### config.mk
export PLATFORM = sky130hd
export DESIGN_NAME = dct2d_seq
export DESIGN_NICKNAME = d
export VERILOG_FILES = /design/src/rtl/dct_pkg.sv /design/src/rtl/DCT_1D.sv /design/src/rtl/dct_tbuf.sv /design/src/rtl/dct2d_seq.sv
export SDC_FILE = /design/constraint.sdc
export NUM_CORES = 2
export LEC_CHECK = 0
export BUFFER_PORTS_ARGS = -buffer_cell sky130_fd_sc_hd__buf_2
export CAP_MARGIN = 20
export CORE_UTILIZATION = 60
export CTS_CLUSTER_DIAMETER = 120
export DETAILED_ROUTE_END_ITERATION = 16
export GPL_TIMING_DRIVEN = 0
export PLACE_DENSITY = 0.74
export SYNTH_ARGS = -nofsm -noshare
export SYNTH_HDL_FRONTEND = slang
export SYNTH_HIERARCHICAL = 1
export SYNTH_SLANG_ARGS = --single-unit
### constraint.sdc
create_clock -name clk -period 27.4 [get_ports clk]
set_input_delay 5.48 -clock clk [delete_from_list [all_inputs] [get_ports clk]]
set_output_delay 5.48 -clock clk [all_outputs]
set_load 0.03 [all_outputs]
### src/rtl/dct_pkg.sv
// Shared types and constants for the sequential 8x8 DCT engine.
package dct_pkg;

  localparam int unsigned DW = 16;
  localparam int unsigned N  = 8;

  typedef logic [15:0]   sample_t;
  typedef sample_t [7:0] row_t;

  typedef enum logic {
    ROW = 1'b0,
    COL = 1'b1
  } seq_state_t;

endpackage

### src/rtl/DCT_1D.sv
// 8-point integer 1-D DCT: y[k] = (sum_n C[k][n] * x[n]) >>> 3, wrapped to 16 bits.
// Element k of x/y sits at bits [16k+15:16k]; samples are two's complement.
module DCT_1D (
  input  logic [127:0] x,
  output logic [127:0] y
);

  localparam int C [8][8] = '{
    '{ 8,   8,   8,   8,   8,   8,   8,   8},
    '{12,  10,   6,   3,  -3,  -6, -10, -12},
    '{ 8,   4,  -4,  -8,  -8,  -4,   4,   8},
    '{10,  -3, -12,  -6,   6,  12,   3, -10},
    '{ 8,  -8,  -8,   8,   8,  -8,  -8,   8},
    '{ 6, -12,   3,  10, -10,  -3,  12,  -6},
    '{ 4,  -8,   8,  -4,  -4,   8,  -8,   4},
    '{ 3,  -6,  10, -12,  12, -10,   6,  -3}
  };

  // Matrix-vector product, one output coefficient per outer iteration.
  always_comb begin
    logic signed [31:0] acc;
    logic signed [15:0] xs;
    y   = '0;
    acc = '0;
    xs  = '0;
    for (int unsigned k = 0; k < 8; k++) begin
      acc = '0;
      for (int unsigned n = 0; n < 8; n++) begin
        xs  = x[16*n +: 16];
        acc = acc + C[k][n] * 32'(xs);
      end
      y[16*k +: 16] = acc[18:3];
    end
  end

endmodule

### src/rtl/dct_tbuf.sv
// 8x8 transpose buffer: whole-row writes, combinational whole-column reads.
module dct_tbuf
  import dct_pkg::*;
(
  input  logic       clk,
  input  logic       we,
  input  logic [2:0] waddr,
  input  row_t       wdata,
  input  logic [2:0] raddr,
  output row_t       rdata
);

  row_t mem [N];

  // Row write; contents need no reset since every block rewrites all rows.
  always_ff @(posedge clk) begin
    if (we) mem[waddr] <= wdata;
  end

  // Column read: element r of the result comes from row r.
  always_comb begin
    rdata = '0;
    for (int unsigned r = 0; r < N; r++) begin
      rdata[r] = mem[r][raddr];
    end
  end

endmodule

### src/rtl/dct2d_seq.sv
// Time-multiplexed 8x8 2-D DCT: rows in through one DCT_1D into a transpose
// buffer, then columns back through the same DCT_1D to a registered output.
module dct2d_seq
  import dct_pkg::*;
#(
  parameter int unsigned DW  = 16,
  parameter int unsigned BCW = 16
) (
  input  logic            clk,
  input  logic            rst,
  input  logic            abort,
  input  logic            in_valid,
  output logic            in_ready,
  input  logic [8*DW-1:0] in_data,
  output logic            out_valid,
  input  logic            out_ready,
  output logic [8*DW-1:0] out_data,
  output logic            out_last,
  output logic            busy,
  output logic [BCW-1:0]  blk_cnt
);

  if (DW != dct_pkg::DW) begin : g_dw_check
    $error("dct2d_seq: DW must be 16, the DCT_1D sample width");
  end

  seq_state_t state, state_d;
  logic [2:0] row_cnt;
  logic [2:0] col_cnt;
  logic       accept;
  logic       load_en;
  row_t       dct_in;
  row_t       dct_out;
  row_t       col_rd;

  DCT_1D u_dct (
    .x (dct_in),
    .y (dct_out)
  );

  dct_tbuf u_tbuf (
    .clk   (clk),
    .we    (accept),
    .waddr (row_cnt),
    .wdata (dct_out),
    .raddr (col_cnt),
    .rdata (col_rd)
  );

  // State register; abort returns to ROW like reset.
  always_ff @(posedge clk) begin
    if (rst || abort) state <= ROW;
    else              state <= state_d;
  end

  // Next state, handshake qualifiers and the shared DCT_1D input mux.
  always_comb begin
    state_d  = state;
    in_ready = (state == ROW) && !abort;
    accept   = in_valid && in_ready;
    load_en  = (state == COL) && (!out_valid || out_ready);
    busy     = (state == COL) || out_valid;
    dct_in   = (state == COL) ? col_rd : row_t'(in_data);
    case (state)
      ROW: if (accept && (row_cnt == 3'd7)) state_d = COL;
      COL: if (load_en && (col_cnt == 3'd7)) state_d = ROW;
      default: state_d = ROW;
    endcase
  end

  // Counters, output register and completed-block count.
  // row_cnt/col_cnt wrap 7->0 on their own, which is the end-of-phase reset.
  always_ff @(posedge clk) begin
    if (rst) begin
      row_cnt   <= '0;
      col_cnt   <= '0;
      out_valid <= 1'b0;
      out_data  <= '0;
      out_last  <= 1'b0;
      blk_cnt   <= '0;
    end else if (abort) begin
      row_cnt   <= '0;
      col_cnt   <= '0;
      out_valid <= 1'b0;
      out_last  <= 1'b0;
    end else begin
      if (out_valid && out_ready && out_last) blk_cnt <= blk_cnt + 1'b1;
      if (accept) row_cnt <= row_cnt + 3'd1;
      if (load_en) begin
        out_data  <= dct_out;
        out_last  <= (col_cnt == 3'd7);
        out_valid <= 1'b1;
        col_cnt   <= col_cnt + 3'd1;
      end else if (out_ready) begin
        out_valid <= 1'b0;
      end
    end
  end

endmodule

==> reports/results.txt <==
Buffers & Inverters on Critical Path -> 8
Chip Height -> 393 µm
CTS Sinks -> 1,177
Async SR Flop Fraction -> 0%
Worst path slowest cell -> xnor3_1
Initial antenna violation count -> 11
Ys flop type -> edfxtp_1
Final setup fails -> 0
Unique masters post-synth -> 88
FF-to-FF setup slack -> 15.12 ns
Worst-path clk slew -> 0.07 ns
Clock Skews -> 0.0275 ns
CP startpoint -> in_data[113]
Routed Antenna Nets -> 0
Via density -> 6.16
Global route total overflow -> 0
Drt wl/cell -> 31.9 µm
Max Clock Freq -> 66.1 MHz
Reg area -> 0.0338 mm²
Slew @ Worst Pin -> 1.32 ns
Cell types occupying the most area after synthesis -> edfxtp_1 34%, fa_1 20%, ha_1 12%
Starting DRT DRC Count -> 7,755
Register-to-Register Path Depth -> 40
Cells after synthesis -> 7,220
NumNets Final -> 9,613
Hold WC Path Type -> reg -> reg
Sequential area share after synthesis -> 36.9%
Clock Latency Late Sink -> 0.70 ns
Worst slew margin -> 12.2%
Fin Hold WS -> 0.452 ns
Top post-synthesis cells by count -> 1,458 x inv_1, 1,024 x edfxtp_1, 926 x fa_1
Family with the most delay on the worst path -> adder cells
Hold Buf Count CTS -> 0
Syn Std Cell Area -> 0.0917 mm²
# DRC -> 0
FF-to-FF Start -> col_cnt[0]
Min-delay src -> out_data[37]
Unrepaired setup endpoints after global routing -> false
Max Cap Viol -> 0
Area grow syn2layout -> 9.67%
Final period util -> 55.2%
Ratio of cells with drive above 1 in the final layout -> 14.7%
Worst R2R End -> out_data[31]
Clock period minus worst slack -> 15.12 ns
Critical Path RT -> 28.02 ns
Largest net degree at the start of global routing -> 39
Slew Viols, Final -> 0
Setup repair bufs after CTS -> 0
Hold Path Stages -> 2
Yosys warnings -> 6
Multi-input logic area -> 0.0518 mm²
Critical Path End Type -> flop
Setup TNS -> 0 ns
Share of the synthesized area in the top cell type -> 33.5%
Post-synth EDFFs -> 1,024
Vias in the first global route -> 59,113
CP arrival -> 15.74 ns
Post-CTS sizing -> 0
I/O Pins -> 281
H-tree levels -> 3
Worst Hold Path EP -> out_data[37]
Global placement routability congestion -> 1.01
Top-count cell post-synth -> inv_1
Hold Fails Final Rpt -> 0
Die Wd -> 393 µm
Root buffer cell -> clkbuf_16
Status -> finished, final reports clean
Avg Synthesized Cell Area -> 12.7 µm²
Tot GR Track Use -> 41.2%
Setup CP Type -> in -> reg
CTS Buf Count -> 95
Mapped Nets -> 9,123
Synth area leader -> edfxtp_1
Yosys reg bits -> 1,177
CTS tree -> done
Max Fanout on Critical Path -> 9
Filler instances -> 11,115
Worst path most repeated cell -> inv_1
Post-DP HPWL -> 258 mm
Core area -> 0.152 mm²
Drt total wl -> 313 mm
Row cnt -> 143
Via count of the routed design -> 60,468
First-pass GRT wire length -> 436 mm
CP max stage delay -> 0.81 ns
Startpoint Class -> primary input
PortBufs -> 280
Worst-case clock buffer depth -> 3
1st-pass router iterations -> 6
Die ar. -> 0.154 mm²
Starting Density -> 60.4%
per-layer routing:
| layer | up-vias | global-route usage [%] | part of all wire [%] | routed length (µm) |
|---|---|---|---|---|
| li1 | 25326 | - | - | - |
| met5 | - | 0 | 0.014 | 43 |
| met3 | 627 | 9.19 | 12 | 37000 |
| met2 | 3915 | 60.7 | 44 | 137000 |
| met1 | 30594 | 58.1 | 39 | 121000 |
| met4 | 6 | 20.1 | 5.8 | 18000 |
state kept, by name, summed over array words and instances (netlist names):
register	flops
out_valid	1
col_cnt	3
u_tbuf/mem	1024
out_data	128
state	1
row_cnt	3
blk_cnt	16
out_last	1
stage by stage:
stage | setup slack [ns] | area (µm²) | instances | util, %
floorplan | 11.61 | 91700 | 7220 | -
global placement | 9.06 | 95600 | 9530 | 63.0
detailed placement | 11.67 | 97400 | 9632 | 64.1
CTS | 12.39 | 100000 | 9808 | 66.1
global route | 11.99 | 101000 | 9819 | 66.2
finish | 12.28 | 101000 | 9821 | 66.2
worst max-delay path by stage:
stage	end	slack [ns]	depth (start not counted)
after floorplan	u_tbuf/mem[0][0]	11.61	5
after global placement	u_tbuf/mem[0][34]	9.06	6
after detailed placement	out_data[31]	11.67	36
after CTS	out_data[31]	12.39	36
after global routing	out_data[31]	11.99	36
final	out_data[31]	12.28	36
worst reg2reg max path: cells and delay by family (launching register included):
| family | cells | cell delay [ns] |
|---|---|---|
| buffers and inverters | 10 | 1.41 |
| adders and majority gates | 10 | 4.36 |
| and+or+nand+nor | 3 | 0.77 |
| AOI/OAI and AO/OA | 10 | 2.36 |
| DFF | 1 | 0.41 |
| xor gates and xnor gates | 4 | 1.59 |
| muxes | 3 | 1.35 |
layout by cell type (no fill, tap or decap), drive strengths merged, types with 20 or more instances in the layout:
cell       n
nor3      77
nand2b    42
o21a      41
mux2     259
fa       926
clkbuf   180
nand2    390
a21oi    344
nor2     192
mux4     256
ha       844
inv     1461
buf      481
or3       29
edfxtp  1024
clkinv    34
nor4      20
dfxtp    153
xnor2    384
o21bai    49
nor2b     42
xor2     137
a21o      77
nand3     43
o21ai    101
cells by family (layout without fill, tap and decap cells):
kind of cell,Yosys count,in the layout,synth area share (%)
xor+xnor,526,526,5.11
buf+inv,1592,2161,7.09
other cells,0,2,0
flops,1177,1177,36.9
simple gates,916,916,4.62
compound gates,722,722,4.80
mux,517,517,9.78
fa+ha+maj,1770,1770,31.7
final cells by class:
cell class | count | area share, %
diodes | 2 | 0.00498
plain buffers | 134 | 1.02
clock buffers | 134 | 2.73
clock inverters | 42 | 0.302
inverters | 1458 | 5.44
multi-input cells | 4451 | 51.5
flip-flops and latches | 1177 | 33.6
well taps | 2030 | 2.53
repair buffers | 393 | 2.88
Power is not shown: default switching activity piles up to over one toggle a cycle in this logic, so the estimate is an artifact.
